<file path="config.mk">
export PLATFORM = sky130hd
export DESIGN_NAME = demux_1_to_2_16_bit_buffered
export DESIGN_NICKNAME = d
export VERILOG_FILES = /design/src/rtl/demux_1_to_2_16_bit_buffered_pkg.sv /design/src/rtl/demux_1_to_2_16_bit_buffered_fifo.sv /design/src/rtl/demux_1_to_2_16_bit_buffered.sv
export SDC_FILE = /design/constraint.sdc
export NUM_CORES = 1
export LEC_CHECK = 0
export CAP_MARGIN = 10
export CORE_MARGIN = 3
export CORE_UTILIZATION = 55
export DETAILED_ROUTE_END_ITERATION = 8
export PLACE_DENSITY = 0.88
export SLEW_MARGIN = 20
export SYNTH_ARGS = -nofsm -noshare
export SYNTH_HDL_FRONTEND = slang
export SYNTH_HIERARCHICAL = 1
export SYNTH_SLANG_ARGS = --single-unit
</file>
<file path="constraint.sdc">
create_clock -name CLK -period 3.05 [get_ports CLK]
set_input_delay 0.915 -clock CLK [delete_from_list [all_inputs] [get_ports CLK]]
set_output_delay 0.915 -clock CLK [all_outputs]
set_load 0.05 [all_outputs]
</file>
<file path="src/rtl/demux_1_to_2_16_bit_buffered_pkg.sv">
// rtl/demux_1_to_2_16_bit_buffered_pkg.sv - shared constants and buffer state encoding
package demux_1_to_2_16_bit_buffered_pkg;

    localparam int DATA_WIDTH = 16;
    localparam int BUF_DEPTH  = 2;

    typedef enum logic [1:0] {
        EMPTY = 2'b00,
        ONE   = 2'b01,
        FULL  = 2'b10
    } buf_state_e;

endpackage

</file>
<file path="src/rtl/demux_1_to_2_16_bit_buffered_fifo.sv">
// rtl/demux_1_to_2_16_bit_buffered_fifo.sv - two-entry FIFO with registered head output
module fifo_2_entry_16_bit
    import demux_1_to_2_16_bit_buffered_pkg::*;
#(
    parameter int WIDTH = DATA_WIDTH,
    parameter int DEPTH = BUF_DEPTH
) (
    input  logic             clk,
    input  logic             rst,
    input  logic             push,
    input  logic             pop,
    input  logic [WIDTH-1:0] din,
    output logic [WIDTH-1:0] dout,
    output logic             empty,
    output logic             full
);

    buf_state_e       state_q, state_d;
    logic             wr_ptr_q, wr_ptr_d;
    logic             rd_ptr_q, rd_ptr_d;
    logic [WIDTH-1:0] dout_q, dout_d;
    logic [WIDTH-1:0] mem_q [DEPTH];
    logic             do_push;
    logic             do_pop;

    assign do_push = push && (state_q != FULL);
    assign do_pop  = pop && (state_q != EMPTY);
    assign empty   = (state_q == EMPTY);
    assign full    = (state_q == FULL);
    assign dout    = dout_q;

    // dout_d tracks the head the buffer will hold after this edge, so dout stays a pure register
    always_comb begin
        state_d  = state_q;
        dout_d   = dout_q;
        wr_ptr_d = wr_ptr_q ^ do_push;
        rd_ptr_d = rd_ptr_q ^ do_pop;
        case (state_q)
            EMPTY: begin
                if (do_push) begin
                    state_d = ONE;
                    dout_d  = din;
                end
            end
            ONE: begin
                if (do_push && !do_pop) begin
                    state_d = FULL;
                end else if (do_pop && !do_push) begin
                    state_d = EMPTY;
                    dout_d  = '0;
                end else if (do_push && do_pop) begin
                    dout_d  = din;
                end
            end
            FULL: begin
                if (do_pop) begin
                    state_d = ONE;
                    dout_d  = mem_q[~rd_ptr_q];
                end
            end
            default: begin
                state_d = EMPTY;
                dout_d  = '0;
            end
        endcase
    end

    always_ff @(posedge clk) begin
        if (rst) begin
            state_q  <= EMPTY;
            wr_ptr_q <= 1'b0;
            rd_ptr_q <= 1'b0;
            dout_q   <= '0;
        end else begin
            state_q  <= state_d;
            wr_ptr_q <= wr_ptr_d;
            rd_ptr_q <= rd_ptr_d;
            dout_q   <= dout_d;
        end
    end

    // Storage is deliberately left out of reset; state and pointers alone define contents
    always_ff @(posedge clk) begin
        if (do_push) begin
            mem_q[wr_ptr_q] <= din;
        end
    end

endmodule

</file>
<file path="src/rtl/demux_1_to_2_16_bit_buffered.sv">
// rtl/demux_1_to_2_16_bit_buffered.sv - 1-to-2 demux feeding two independent 2-entry buffers
module demux_1_to_2_16_bit_buffered
    import demux_1_to_2_16_bit_buffered_pkg::*;
#(
    parameter int WIDTH = DATA_WIDTH,
    parameter int DEPTH = BUF_DEPTH
) (
    input  logic             CLK,
    input  logic             RST,
    input  logic             S,
    input  logic [WIDTH-1:0] D,
    input  logic             D_VALID,
    output logic             D_READY,
    output logic [WIDTH-1:0] Y0,
    output logic             Y0_VALID,
    input  logic             Y0_READY,
    output logic [WIDTH-1:0] Y1,
    output logic             Y1_VALID,
    input  logic             Y1_READY
);

    logic empty0, full0, empty1, full1;
    logic push0, push1, pop0, pop1;

    // Ready reflects only the selected buffer so a full idle side never blocks the other
    assign D_READY  = S ? !full1 : !full0;
    assign push0    = D_VALID && D_READY && !S;
    assign push1    = D_VALID && D_READY && S;
    assign Y0_VALID = !empty0;
    assign Y1_VALID = !empty1;
    assign pop0     = Y0_VALID && Y0_READY;
    assign pop1     = Y1_VALID && Y1_READY;

    fifo_2_entry_16_bit #(.WIDTH(WIDTH), .DEPTH(DEPTH)) u_buf0 (
        .clk   (CLK),
        .rst   (RST),
        .push  (push0),
        .pop   (pop0),
        .din   (D),
        .dout  (Y0),
        .empty (empty0),
        .full  (full0)
    );

    fifo_2_entry_16_bit #(.WIDTH(WIDTH), .DEPTH(DEPTH)) u_buf1 (
        .clk   (CLK),
        .rst   (RST),
        .push  (push1),
        .pop   (pop1),
        .din   (D),
        .dout  (Y1),
        .empty (empty1),
        .full  (full1)
    );

endmodule

</file>
# After elaboration in Yosys (flattened, before gate mapping)
# Memories as Yosys holds them, arrays and structs flattened.
# Cells that the tools add are included.
op_classes:
  n_reduce_logical: 32
  n_eq_ne: 16
  mux: 27
  n_bitwise: 6
ops:
  columns: ["operator", "count"]
  rows:
  - ["two-way mux 16 bit", 10]
  - ["one-hot mux 16 bit (3 select lines)", 2]
  - ["two-way mux 2 bit", 8]
  - ["logical AND 1 bit", 15]
  - ["inequality test 3 x 1 -> 1 bit, second input constant", 4]
  - ["one-hot mux 2 bit (3 select lines)", 2]
  - ["logical NOT 1 bit", 9]
  - ["inequality test 2 x 1 -> 1 bit, second input constant", 4]
  - ["inequality test 2 bit, second input constant", 4]
  - ["AND reduction 4 bit", 2]
  - ["AND reduction 3 bit", 2]
  - ["two-way mux 1 bit", 5]
  - ["equality test 2 x 1 -> 1 bit, second input constant", 2]
  - ["equality test 2 bit, second input constant", 2]
  - ["logical NOT 2 bit", 2]
  - ["nonzero test 2 bit", 2]
  - ["bitwise XOR 1 bit", 4]
  - ["NOT 1 bit", 2]
totals:
  wordCells: 91
  output_inout_bits: 35
  regBits: 40
  inputBits: 22
  n_memories: 2
  ramBits: 64
mem_list:
  columns: ["memory", "words", "word_bits", "read_ports", "rd_ports_with_merged_regs", "wr", "line_no", "text"]
  rows:
  - ["u_buf0.mem_q", 2, 16, 1, 0, 1, "demux_1_to_2_16_bit_buffered_fifo.sv:22", "logic [WIDTH-1:0] mem_q [DEPTH];"]
  - ["u_buf1.mem_q", 2, 16, 1, 0, 1, "demux_1_to_2_16_bit_buffered_fifo.sv:22", null]

# Longest topological paths before layout
# Gate-level depths: netlist of run 1.
depth:
  depth_word: 11
  depth_mapped: 11
  mapped_depth_nobuf: 7

# Hierarchy
# The synthesis of run 1 kept the hierarchy.
by_module_without_submodules:
  columns: ["module", "cells_per_inst", "seq_area_each_um2", "area_per_inst_um2", "n_inst"]
  rows:
  - ["fifo_2_entry_16_bit", 168, 1361.3, 2134.5, 2]
  - ["demux_1_to_2_16_bit_buffered", 7, 0.0, 46.3, 1]

# Worst setup path before layout of run 1
# No wires, ideal clock.
synth_path:
  path_kind: "in2out"
  startpoint: "input port S"
  endpoint: "output port D_READY"
  stages: 1
  slack_ps: 374
  path_buffers: 0
  t_arrival_ps: 1761
  required_ps: 2135
  cell_sequence: "mux2i_1"
synth_via:
  elab_chain_len: 1
synth_lines:
  columns: ["item", "line_no", "text"]
  rows:
  - ["start: declaration", "demux_1_to_2_16_bit_buffered.sv:10", "input logic S,"]
  - ["two-way mux 1 bit", "demux_1_to_2_16_bit_buffered.sv:26", "assign D_READY = S ? !full1 : !full0;"]
  - ["end: declaration", "demux_1_to_2_16_bit_buffered.sv:13", "output logic D_READY,"]
# No other way between the ends.

# Worst setup path in the final report of run 1
# Ends and elaborated chain as after synthesis.

==> summary.txt, run 1 <==
CTS
  • Total CTS buffers: 9
  • CTS max path bufs: 2
  • CTS tree: done
  • CTS resizes: 0
  • Worst-skew pair later-pin latency: 0.35 ns
  • CTS clock-pin slew for the worst setup and hold paths: ~0.08 ns
  • H-tree lvl count: 3
  • Hold Buf Count CTS: 0
  • Clock sink total: 104
  • Root buf cell: clkbuf_8
  • Buffer count from post-CTS setup fixing: 0

Synthesis
  • Primary FF master, synth: edfxtp_1
  • Synthesized area: ~4300 sq um
  • Synthesis-stage register bit count: 104
  • Yosys warnings: 6
  • Synth top area share: between 40% and 50%
  • Synth Instances: 343
  • Area contributors post-synth: edfxtp_1, dfxtp_1, mux2i_1, o32ai_1, a22oi_1
  • Register area share after synthesis: 63.09%
  • Average cell area after synthesis: approximately 13 sq um
  • Asr flop ratio synth: 0%
  • Post-synth EDFFs: 64
  • Yosys top cell by area: edfxtp_1
  • Synthesized net count: 367
  • Number of distinct library cells after synthesis: 27

Min path
  • Sink of the worst hold path: u_buf0/dout[0]
  • Worst hold path class: register to register
  • Hold_sp: u_buf0/dout[0]
  • Worst hold path depth: 2

Worst setup path
  • Type of origin of the critical path: input port
  • Slowest stage cell, crit path: clkdlybuf4s50_1
  • Cell Chain, Critical Path: clkdlybuf4s50_1 > mux2i_1 > buf_12
  • Critical-path maximum fanout: 3
  • Worst setup EP type: output pin
  • Reg2reg path depth: 8
  • RR Startpoint: u_buf1/state_q[1]
  • Buf/Inv on CP: 2
  • Worst path top cell family by delay: buffers and inverters
  • RR Endpoint: u_buf1/dout[10]
  • Worst EP required: between 2 and 2.5 ns
  • Data arrival, critical path: 1.92 ns
  • Crit-path max cell delay: 0.52 ns
  • FF-to-FF setup slack: 0.78 ns
  • Critical path class: input port to output pin

Timing
  • Pins Over Slew Limit: 0
  • Fin crit period: 2.833 ns
  • Crit share post-route: about 93%
  • Post-route setup TNS: 0 ns
  • RSZ-0062 raised after global routing: false
  • Max frequency: 0.3530 GHz
  • Slew margin rel.: 29.87%
  • Hold Violations, Final: 0
  • Setup-failing EPs final: 0
  • Slew @ Worst Pin: 1.051 ns
  • Clock Skew: approximately 0.0056 ns

Power
  • P_int: 0.002149 W
  • Clock share of power: 29.4%
  • Flop pwr share: a little under three fifths
  • Static leakage: about 1.8 nW
  • Max IR drop VDD: 0.0003168 V
  • Pwr/cell area: approximately 550 nW/um^2
  • Sw Share: 25.11%
  • Switching power: 0.0007208 W
  • Logic pwr share: 15.0%

Floorplan
  • Initial Utilization: 57.95%
  • DIE HEIGHT: 94.58 microns
  • Die width: around 95 microns
  • Full die area: 8945 sq um
  • Ports: 57
  • # rows: 31
  • Total core area: between 7000 and 8000 sq um

Global route
  • Top Usage Layer GRT: met2
  • GRT met2 Usage: roughly a third
  • GRT met1 Usage: approximately 28%
  • Vias in the first global route: ~2800
  • GRT met3 Usage: roughly 4.5%
  • Initial antenna violation count: 0
  • Remaining global-route overflow: 0
  • Largest net degree at the start of global routing: 41
  • First-pass GRT wire length: between 10000 and 15000 microns
  • All-layer global routing usage: 20.79%

Place
  • RePlAce Congestion: slightly below 0.8
  • Port Buf Inserts: 56
  • Dpl hpwl: between 5000 and 6000 microns

Final layout
  • Final nets: 423
  • Layout Utilization: 69.51%
  • Fill cells: 516
  • Ant. Diodes: 0
  • Area delta synth->final: 19.95%
  • Layout cells sized above 1: 8.416%

Detailed routing
  • Detailed Routing Iterations Pass 1: 5
  • Routed length per instance: 17.49 microns
  • Final wirelength: 8797 microns
  • Initial DRC Count: 192
  • Vias: just under 3000
  • Drt via density: 5.845
  • Residual DRC: 0
  • Routed Antenna Nets: 0

Job
  • Max Cap Viol: 0

Status
  • Status: finished clean
[state kept, by name, indices dropped and copies added (netlist names)]
signal	count
u_buf0/wr_ptr_q	1
u_buf1/wr_ptr_q	1
u_buf0/dout	16
u_buf1/rd_ptr_q	1
u_buf0/state_q	2
u_buf0/mem_q	32
u_buf1/mem_q	32
u_buf0/rd_ptr_q	1
u_buf1/state_q	2
u_buf1/dout	16
[layer usage]
layer,routed length [microns],up-vias
li1,-,1372
met1,3685,1425
met2,4317,130
met3,617,13
met4,177,0
met5,0,-
[cells in the mapped netlist, types with 3 or more instances]
master,count
and3b_1,3
nor2b_1,4
mux2i_1,35
nor2_1,42
buf_2,8
inv_1,38
a22oi_1,32
edfxtp_1,64
nor3b_1,3
o32ai_1,32
clkbuf_1,10
dfxtp_1,40
buf_6,4
[power by group through the flow]
stage	Combinational, W	Clock [W]	Sequential, W
floorplan	0.000195	0	0.00171
global placement	0.000414	0	0.00163
detailed placement	0.000427	0	0.00163
CTS	0.000430	0.000864	0.00160
global route	0.000459	0.000929	0.00160
finish	0.000429	0.000845	0.00160
[how the worst max path moves through the flow]
stage                 start         endpoint  slack [ns]  cells past startpoint
CTS                       S          D_READY        0.21                      3
detailed placement        S   u_buf1/dout[5]        0.13                      6
global placement    D_VALID  u_buf0/dout[15]        0.22                      7
floorplan                 S          D_READY        0.37                      1
global route              S          D_READY        0.17                      3
finish                    S          D_READY        0.22                      3
[per-stage QoR]
stage                     instances  power [W]  setup slack [ns]  cell area, sq um  hold slack [ns]
after CTS                       503   0.002890            0.2054              5176           0.5183
final                           503   0.002870            0.2169              5176           0.5198
after global routing            503   0.002992            0.1659              5176           0.5388
after floorplan                 343   0.001903            0.3737              4315           0.5263
after detailed placement        487   0.002055            0.1304              4975           0.4987
after global placement          487   0.002040            0.2171              4975           0.4984
[placed cells by master (no fill, tap or decap)]
cell type,count
edfxtp_1,64
clkdlybuf4s50_1,55
nor2_1,42
dfxtp_1,40
inv_1,38
mux2i_1,35
o32ai_1,32
a22oi_1,32
buf_4,15
clkbuf_8,11
nor2b_1,4
nor3b_1,3
and3b_1,3
clkbuf_1,2
nand2b_1,2
and2_1,2
and3_1,2
o2bb2ai_2,2
mux2_4,2
nand2_1,2
a211oi_1,2
o21ai_0,2
xor2_1,2
a21oi_1,2
o22a_1,2
ha_1,2
clkinv_2,1
clkinvlp_4,1
bufinv_16,1
buf_12,1
[cell type report]
class / instances / area, sq um / share of cell area (%)
Clock inverter: 3 / 42.54 / 0.8219
Tap cell: 99 / 123.9 / 2.393
Clock buffer: 13 / 158.9 / 3.070
Sequential cell: 104 / 2723 / 52.60
Timing Repair Buffer: 71 / 683.2 / 13.20
Inverter: 38 / 142.6 / 2.756
Multi-Input combinational cell: 175 / 1303 / 25.16
[kinds of logic (layout without fill, tap and decap cells)]
kind of cell    after synthesis  count (layout)  synth area share, %
xor+xnor                      2               2               0.4060
simple gates                 60              60                6.408
fa+ha+maj                     2               2               0.5798
compound gates               74              74                13.98
buf+inv                      64             125                6.727
mux                          37              37                8.814
flops                       104             104                63.09
[worst reg2reg max path, stage by stage, from the launching register on]
cell and delay, ns:
dfxtp_1 0.34, buf_4 0.26, nand2b_1 0.11, inv_1 0.09
and3b_1 0.24, and3b_1 0.66, o32ai_1 0.19, a22oi_1 0.18
nor2_1 0.06
(Power assumes the default switching activity.)
==> run 2, diff against run 1 <==
CORE_UTILIZATION = 28   (was 55)
PLACE_DENSITY = 0.54   (was 0.88)
==> run 2 against run 1 <==
Highest routed layer unchanged. First-iteration DRC count is 1.0% lower. Global-route usage is 9.0 points lower. Worst hold slack worse by 0.0048 ns. Largest power group unchanged. Cell count is 18% higher. Critical endpoint unchanged.
==> summary.txt, run 2 (synthesis gave the netlist of run 1 again) <==
Timing
  • Final hold slack: 0.5150 ns (was 0.5198 ns)
  • Setup ws final: 0.1980 ns (was 0.2169 ns)
  • Max frequency: 0.3506 GHz (was 0.3530 GHz)
  • Hold Violations, Final: 0 (unchanged)
  • Slew @ Worst Pin: 0.6571 ns (was 1.051 ns)
  • Post-route setup TNS: 0 ns (unchanged)
  • Crit share post-route: 93.51% (was 92.89%)
  • Setup-failing EPs final: 0 (unchanged)
  • RSZ-0062 raised after global routing: false (unchanged)
  • Fin crit period: 2.852 ns (was 2.833 ns)
  • Clock Skew: 0.007113 ns (was 0.005612 ns)
  • Pins Over Slew Limit: 0 (unchanged)
  • Slew margin rel.: 56.13% (was 29.87%)

CTS
  • CTS tree: done (unchanged)
  • Total CTS buffers: 9 (unchanged)
  • Worst-skew pair later-pin latency: 0.34 ns (was 0.35 ns)
  • Hold Buf Count CTS: 0 (unchanged)
  • Clock sink total: 104 (unchanged)
  • CTS resizes: 0 (unchanged)
  • Root buf cell: clkbuf_16 (was clkbuf_8)
  • CTS max path bufs: 2 (unchanged)
  • H-tree lvl count: 3 (unchanged)
  • Buffer count from post-CTS setup fixing: 0 (unchanged)
  • CTS clock-pin slew for the worst setup and hold paths: 0.07 ns (was 0.08 ns)

Power
  • Sw Share: 25.43% (was 25.11%)
  • Static leakage: 1.917 nW (was 1.847 nW)
  • Clock share of power: 33.6% (was 29.4%)
  • Max IR drop VDD: 0.0003150 V (was 0.0003168 V)
  • P_int: 0.002289 W (was 0.002149 W)
  • Pwr/cell area: 568.2 nW/um^2 (was 554.5 nW/um^2)
  • Flop pwr share: 52.0% (was 55.6%)
  • Tot Pwr: 0.003070 W (was 0.002870 W)
  • Switching power: 0.0007807 W (was 0.0007208 W)
  • Logic pwr share: 14.4% (was 15.0%)

Worst setup path
  • Critical path class: input port to output pin (unchanged)
  • WP depth: 3 (unchanged)
  • Worst path top cell family by delay: buffers and inverters (unchanged)
  • Worst setup EP type: output pin (unchanged)
  • Data arrival, critical path: 1.94 ns (was 1.92 ns)
  • Slowest stage cell, crit path: clkdlybuf4s50_1 (unchanged)
  • Critical-path maximum fanout: 3 (unchanged)
  • Worst EP required: 2.13 ns (about the same)
  • Type of origin of the critical path: input port (unchanged)
  • Crit-path max cell delay: 0.52 ns (about the same)
  • Reg2reg path depth: 8 (unchanged)
  • Cell Chain, Critical Path: clkdlybuf4s50_1 > mux2i_1 > buf_12 (unchanged)
  • Buf/Inv on CP: 2 (unchanged)

Detailed routing
  • Routed Antenna Nets: 0 (unchanged)
  • Detailed Routing Iterations Pass 1: 5 (unchanged)
  • Routed length per instance: 16.41 microns (was 17.49 microns)
  • Max layer used: met4 (unchanged)
  • Met2 Routed Length: 4509 microns (was 4317 microns)
  • Met3 WL: 374 microns (was 617 microns)
  • Residual DRC: 0 (unchanged)
  • Drt via density: 4.798 (was 5.845)
  • Initial DRC Count: 190 (was 192)
  • Final wirelength: 9747 microns (was 8797 microns)
  • M1 WL: 4743 microns (was 3685 microns)
  • Vias: 2850 (was 2940)

Final layout
  • Layout cells sized above 1: 9.756% (was 8.416%)
  • Area delta synth->final: 25.20% (was 19.95%)
  • Commonest cells after routing, fill and taps aside: edfxtp_1, clkdlybuf4s50_1, nor2_1 (unchanged)
  • Ant. Diodes: 0 (unchanged)
  • Regs by FF count: u_buf0/mem_q x32, u_buf1/mem_q x32 (unchanged)
  • Final nets: 429 (was 423)
  • Most common cell after layout, fill and taps aside: edfxtp_1 (unchanged)

Place
  • Port Buf Inserts: 56 (unchanged)
  • RePlAce Congestion: 0.7733 (was 0.7952)
  • Dpl hpwl: 6867 microns (was 5870 microns)
  • Pre-CTS setup slack: 0.1254 ns (was 0.1304 ns)

Global route
  • First-pass GRT wire length: 15250 microns (was 14050 microns)
  • All-layer global routing usage: 11.75% (was 20.79%)
  • Initial antenna violation count: 0 (unchanged)
  • Largest net degree at the start of global routing: 41 (unchanged)
  • Remaining global-route overflow: 0 (unchanged)
  • Vias in the first global route: 2756 (was 2825)

Floorplan
  • Total core area: 14810 sq um (was 7447 sq um)
  • Full die area: 16940 sq um (was 8945 sq um)
  • Ports: 57 (unchanged)
  • Die width: 130.1 microns (was 94.58 microns)
  • Initial Utilization: 29.14% (was 57.95%)
  • # rows: 44 (was 31)
  • DIE HEIGHT: 130.1 microns (was 94.58 microns)

Min path
  • Worst hold path class: register to register (unchanged)
  • Worst hold path depth: 2 (unchanged)

Job
  • Max Cap Viol: 0 (unchanged)

Status
  • Status: finished clean (unchanged)
-- run 2: cell types whose count changed in the layout (fill, tap and decap cells not counted), sizes merged --
cell,before,now
inv,38,41
bufinv,1,0
buf,16,22
clkbuf,13,11
clkinv,1,2
clkinvlp,1,0
-- run 2: final timing paths --
| check | start | endpoint | slack [ns] |
|---|---|---|---|
| max reg2reg | u_buf0/state_q[0] | u_buf0/dout[13] | 0.79 |
| min | u_buf0/dout[6] | u_buf0/dout[6] | 0.51 |
| min reg2reg | u_buf0/dout[6] | u_buf0/dout[6] | 0.51 |
| max | S | D_READY | 0.20 |
-- run 2: worst min-delay path, stage by stage (launching register included) --
cell and delay, ns:
dfxtp_1 0.33, a22oi_1 0.08, nor2_1 0.07
-- run 2: layout make-up --
cell class	count	area, sq um
clock buffer	11	232.7
tap	184	230.2
fill	1422	9407
sequential	104	2723
clock inverter	5	31.28
inverter	38	142.6
multi-input combinational	175	1303
timing repair buffer	77	740.7
-- run 2: stage by stage --
| step | area (sq um) | utilization, % | cells |
|---|---|---|---|
| finish | 5403 | 36.48 | 594 |
| global route | 5403 | 36.48 | 594 |
| global placement | 5139 | 34.70 | 578 |
| floorplan | 4315 | - | 343 |
| CTS | 5403 | 36.48 | 594 |
| detailed placement | 5139 | 34.70 | 578 |
-- run 2: power groups by stage --
stage	logic (W)	clock network, W	registers, W
final	0.000442	0.00103	0.00160
after global routing	0.000477	0.00112	0.00160
after CTS	0.000447	0.00107	0.00160
after detailed placement	0.000446	0	0.00163
after global placement	0.000441	0	0.00163
after floorplan	0.000195	0	0.00171
-- run 2: per-layer routing --
| layer | GRT usage [%] | vias up |
|---|---|---|
| met2 | 18.14 | 70 |
| met3 | 2.824 | 12 |
| met1 | 16.58 | 1383 |
| met5 | 0 | - |
| li1 | - | 1385 |
| met4 | 3.117 | 0 |
